File: src/rtl/demux_1_4_tdm.sv
// TDM 1:4 demultiplexer: steers a rotating serial sample stream into four lanes.
// Ports: clk_in, rst_in, d_in, valid_in, sync_in -> y_out, strb_out, sel_out,
//        frame_out, err_out, lock_out (all outputs registered).
module demux_1_4_tdm #(
  parameter int WIDTH = 8
) (
  input  logic               clk_in,
  input  logic               rst_in,
  input  logic [WIDTH-1:0]   d_in,
  input  logic               valid_in,
  input  logic               sync_in,
  output logic [4*WIDTH-1:0] y_out,
  output logic [3:0]         strb_out,
  output logic [1:0]         sel_out,
  output logic               frame_out,
  output logic               err_out,
  output logic               lock_out
);

  typedef enum logic {
    HUNT = 1'b0,
    RUN  = 1'b1
  } state_t;

  state_t             state_q, state_d;
  logic [1:0]         sel_q, sel_d;
  logic [4*WIDTH-1:0] y_q, y_d;
  logic [3:0]         strb_q, strb_d;
  logic               frame_q, frame_d;
  logic               err_q, err_d;

  always_ff @(posedge clk_in) begin
    if (rst_in) begin
      state_q <= HUNT;
      sel_q   <= 2'd0;
      y_q     <= '0;
      strb_q  <= 4'd0;
      frame_q <= 1'b0;
      err_q   <= 1'b0;
    end else begin
      state_q <= state_d;
      sel_q   <= sel_d;
      y_q     <= y_d;
      strb_q  <= strb_d;
      frame_q <= frame_d;
      err_q   <= err_d;
    end
  end

  always_comb begin
    state_d = state_q;
    sel_d   = sel_q;
    y_d     = y_q;
    strb_d  = 4'd0;
    frame_d = 1'b0;
    err_d   = 1'b0;
    if (valid_in) begin
      unique case (state_q)
        HUNT: begin
          // Drop everything until the first channel-0 marker.
          if (sync_in) begin
            y_d[0 +: WIDTH] = d_in;
            strb_d  = 4'b0001;
            sel_d   = 2'd1;
            state_d = RUN;
          end
        end
        RUN: begin
          if (sync_in) begin
            // Sync always realigns to lane 0; off-slot sync aborts the frame.
            y_d[0 +: WIDTH] = d_in;
            strb_d = 4'b0001;
            sel_d  = 2'd1;
            err_d  = (sel_q != 2'd0);
          end else begin
            for (int k = 0; k < 4; k++) begin
              if (sel_q == 2'(k)) y_d[k*WIDTH +: WIDTH] = d_in;
            end
            strb_d  = 4'b0001 << sel_q;
            sel_d   = sel_q + 2'd1;
            frame_d = (sel_q == 2'd3);
          end
        end
      endcase
    end
  end

  assign y_out     = y_q;
  assign strb_out  = strb_q;
  assign sel_out   = sel_q;
  assign frame_out = frame_q;
  assign err_out   = err_q;
  assign lock_out  = (state_q == RUN);

endmodule

File: config.mk
export PLATFORM = sky130hd
export DESIGN_NAME = demux_1_4_tdm
export DESIGN_NICKNAME = d
export VERILOG_FILES = /design/src/rtl/demux_1_4_tdm.sv
export SDC_FILE = /design/constraint.sdc
export NUM_CORES = 1
export LEC_CHECK = 0
export ABC_AREA = 1
export CAP_MARGIN = 5
export CORE_MARGIN = 5
export CORE_UTILIZATION = 44
export CTS_CLUSTER_DIAMETER = 150
export CTS_CLUSTER_SIZE = 10
export DETAILED_ROUTE_END_ITERATION = 8
export PLACE_DENSITY = 0.78
export SLEW_MARGIN = 20
export SYNTH_ARGS = -nofsm -noshare
export SYNTH_HDL_FRONTEND = slang
export SYNTH_SLANG_ARGS = --single-unit
File: constraint.sdc
create_clock -name clk_in -period 1.6 [get_ports clk_in]
set_input_delay 0.32 -clock clk_in [delete_from_list [all_inputs] [get_ports clk_in]]
set_output_delay 0.32 -clock clk_in [all_outputs]
set_load 0.005 [all_outputs]
==> Word level (Yosys, flattened, before mapping) <==
Cells that the tools add are included.
{ "word_totals": {"ff_bits": 41, "latch_bits": 0, "ram_bits": 0, "romBits": 0, "in_bits": 12, "out_inout_bits": 41, "wordCells": 41, "mem_count": 0} }
{ "op_classes": {"addsub": 1, "multipliers": 0, "div": 0, "order_cmp": 0, "n_eq_ne": 5, "shift": 1, "muxes": 12, "bitwise_logic": 3, "n_reduce_logical": 10} }
{ "ops": {"columns": ["cell", "n"], "rows": [
  ["$mux W8", 3],
  ["$pmux W8 S2", 1],
  ["$reduce_and A4 Y1", 3],
  ["$pmux W4 S2", 1],
  ["$reduce_or A4 Y1", 2],
  ["$eq A2 B2 Y1 const B", 2],
  ["$mux W2", 2],
  ["$mux W4", 1],
  ["$pmux W2 S2", 1],
  ["$shl A1 B2 Y4 const A", 1],
  ["$mux W1", 3],
  ["$ne A3 B2 Y1 const B", 1],
  ["$not A1 Y1", 3],
  ["$reduce_and A3 Y1", 1],
  ["$add A2 B1 Y2 const B", 1],
  ["$eq A2 B1 Y1 const B", 1],
  ["$logic_not A2 Y1", 1],
  ["$ne A2 B2 Y1 const B", 1],
  ["$reduce_and A2 Y1", 1],
  ["$reduce_bool A2 Y1", 1],
  ["$reduce_or A2 Y1", 1]
]} }

==> Logic depth before layout (Yosys ltp) <==
{ "depth": {"depth_word": 4, "depth_mapped": 8, "ltp_nobuf": 7} }

==> Worst setup path before layout <==
OpenSTA, ideal clock, no wires.
{ "synth_timing": {"path_kind": "register -> register", "start": "register sel_q[0], in the netlist sel_out[0]", "end": "register y_q[0], in the netlist y_out[0]", "setup_ns": 0.115, "arrival_time_ns": 1.300, "required_time_ns": 1.485, "path_slack_ns": 0.185, "stages_incl_launch_ff": 8, "n_path_buf": 2, "synth_period_minus_slack_ns": 1.415, "path_cell_list": "dfxtp_1 inv_1 ha_1 or2_1 buf_6 buf_6 a21oi_1 nor2_1"} }
{ "synth_via": {"elab_chain_cells": 3} }
{ "synth_rtl": {"columns": ["element", "line_no", "rtl"], "rows": [
  ["from (decl)", "26", "logic [1:0] sel_q, sel_d;"],
  ["from (signal assigned)", "42", "sel_q <= sel_d;"],
  ["$logic_not A2 Y1", "77", "if (sel_q == 2'(k)) y_d[k*WIDTH +: WIDTH] = d_in;"],
  ["$ne A3 B2 Y1 (no line)", null, null],
  ["$reduce_and A3 Y1 (no line)", null, null],
  ["to (signal assigned)", "43", "y_q <= y_d;"],
  ["to (decl)", "27", "logic [4*WIDTH-1:0] y_q, y_d;"]
]} }
No other way between the ends.
A chain may end at the register's enable or synchronous reset.

==> Final worst setup path <==
{ "layout_timing": {"start": "register y_q[8], in the netlist y_out[8]", "end": "output y_out[8]"} }
{ "layout_lines": {"columns": ["element", "line_no", "rtl"], "rows": [
  ["to (decl)", "12", "output logic [4*WIDTH-1:0] y_out,"]
]} }
No word-level cell between the ends.

==> results.txt <==
outcome - complete, no violations
simple-gate share of the synthesized area - 26.0%
mean post-synth cell area - 7.90 sq um
ant diodes - 0
CP cell instances - clkdlybuf4s50_1
CP arrival - 1260 ps
GPL Wtd Cong - 0.766
Max Slew Vio Count - 0
CTS sink cnt - 40
Critical path buffers and inverters - 1
largest family of logic cells by synthesized area - simple AND/OR/NAND/NOR gates
die footprint - 0.00483 sq mm
Placed Cells - 302
Synth Register Bits - 40
CTS tree - yes
grt total ovfl - 0
Final Hold Fails - 0
Buffers on Ports - 52
mux contribution to synthesized area - 0%
via count - 1451
Synth Net Count - 213
later-pin clock latency in the skew report - 350 ps
Die X-Extent - 69.5 um
crit path max-delay cell type - clkdlybuf4s50_1
Synth area leader - dfxtp_1
clock skew - 4.85 ps
share of layout cells above drive strength 1 - 14.0%
DRT Pass-1 Iters - 4
worst slew pin tran - 286 ps
Starting Density - 45.9%
R2R Path Start - sel_out[1]
Max Clock Freq - 0.633 GHz
Cell Count, Final, Fillers Out - 311
first-pass GRT wire length - 6400 um
Synth Area in XOR/XNOR - 0%
die height - 69.5 um
adder-cell area share of the yosys netlist - 3.22%
Hold Crit Start - y_out[4]
wire per inst - 12.8 um
htree depth - 2
IO Pins - 53
cell with the most instances after synthesis - nor2_1
peak supply drop - 0.000561 V
Num CTS Buffers - 5
Leakage Power - 1.02 nW
fin nets - 280
routed vias/inst - 4.67
Syn. warnings - 0
Row Count - 21
post-route minimum period - 1580 ps
detailed placement HPWL - 2910 um
Final Cycle Share - 98.7%
WHS - 496 ps
register area share after synthesis - 51.4%
core region area - 0.00339 sq mm
Hold Path Class - reg -> reg
setup ws final - 21.4 ps
drc violations - 0
Top delay family on crit path - buffers and inverters
maximum fanout along the worst path - 2
DP Worst Slack - -91.7 ps
largest net degree at the start of global routing - 25
initial antenna violation count - 0
Finished Cell Area - 0.00231 sq mm
number of flops mapped to enable cells by yosys - 0
Crit. Startpoint - y_out[8]
Setup Crit Path Kind - reg -> out
post-synth cell types - 20
Slew HR - 80.9%
CP peak stage delay - 560 ps
post-synthesis compound-gate area fraction - 11.4%
Cell Area, Synth - 0.00156 sq mm
total track usage - 16.6%
Area Growth Syn to Fin - 48.2%
top-area cell type share of the netlist area - 51.4%
top post-synthesis cells by count - nor2_1, dfxtp_1, o21ai_0
Root Buffer - clkbuf_4
post-synthesis instance total - 197
element type at the critical path end - output pin
clk slew on worst S/H paths - 110 ps
ys async rst share - 0%
Clock Path Buffers - 2
Area after DPL - 0.00220 sq mm
Antenna Nets Post-Route - 0
initial drt markers - 93
routed wire length - 3970 um
startpoint types - flop
CP required - 1280 ps
Max Cap Viol - 0
# setup viols final - 0
vias in the first global route - 1392
PD cells - 872 mW/mm^2
Primary FF master, synth - dfxtp_1
synth top area cells - dfxtp_1, nor2_1, o21ai_0
unrepaired setup endpoints after global routing - no
[cell type report]
class                           instances  area (sq um)
Clock buffer                            7          65.1
Clock inverter                          1          30.0
Fill cell                             280          1080
Inverter                               17          63.8
Multi-Input combinational cell        132           633
Sequential cell                        40           805
Tap cell                               46          57.6
Timing Repair Buffer                   68           653
[cells by family (layout without fill, tap and decap cells)]
| kind of cell | count (synthesis) | count (layout) |
|---|---|---|
| AND/OR/NAND/NOR | 93 | 93 |
| flip-flops | 40 | 40 |
| buffers and inverters | 25 | 93 |
| AO/OA/AOI/OAI | 35 | 35 |
| adder cells (fa/ha/maj) | 4 | 4 |
[report_power, final]
group / switching (W) / total (W) / internal [W] / leakage [nW]
Sequential: 0.0000142 / 0.00104 / 0.00102 / 0.326
Combinational: 0.000112 / 0.000232 / 0.000120 / 0.647
Clock: 0.000328 / 0.000742 / 0.000415 / 0.0515
Total: 0.000453 / 0.00201 / 0.00156 / 1.02
[per-stage QoR]
step                TNS, ps  total power [W]  util [%]
floorplan                 0          0.00116         -
global placement       -410          0.00129      64.9
detailed placement     -789          0.00129      64.9
CTS                       0          0.00203      68.0
global route              0          0.00208      68.1
finish                    0          0.00201      68.1
[registers in the layout, indices dropped and copies added (netlist names)]
register	cells
lock_out	1
strb_out	4
y_out	32
sel_out	2
err_out	1
[placed cells by master, fill, tap and decap left out]
cell type / instances
nand2_2: 1
nor3_1: 10
dlygate4sd2_1: 2
clkbuf_4: 5
o22ai_1: 2
nor2_2: 4
buf_12: 1
buf_4: 15
nor2_1: 52
dlymetal6s2s_1: 1
nand2_1: 15
dfxtp_2: 3
inv_2: 3
nand3_1: 8
nor2_8: 1
a21oi_1: 8
inv_1: 14
or2_2: 1
dfxtp_1: 37
nor4_1: 1
clkdlybuf4s50_1: 49
clkbuf_8: 2
o21ai_0: 25
bufinv_16: 1
ha_1: 4
[layer usage]
metal  wire [um]  GRT usage, %  up-vias
met5           0             0        -
met4          87          7.81        0
met3         375          6.81        8
met2        1700          24.7       54
met1        1800          20.6      628
li1            -             -      761
[worst paths after layout]
kind	end	slack, ps	depth (start not counted)
max reg2reg	y_out[2]	170	6
min reg2reg	y_out[4]	500	2
max	y_out[8]	20	1
min	y_out[4]	500	2
[timing repair]
| action | in CTS | in global routing |
|---|---|---|
| hold buffers | 0 | 0 |
| gates resized for setup | 5 | 2 |
| buffers inserted | 1 | 0 |
| setup endpoints to repair | 3 | 3 |
Power figures use the tool's default switching activity.
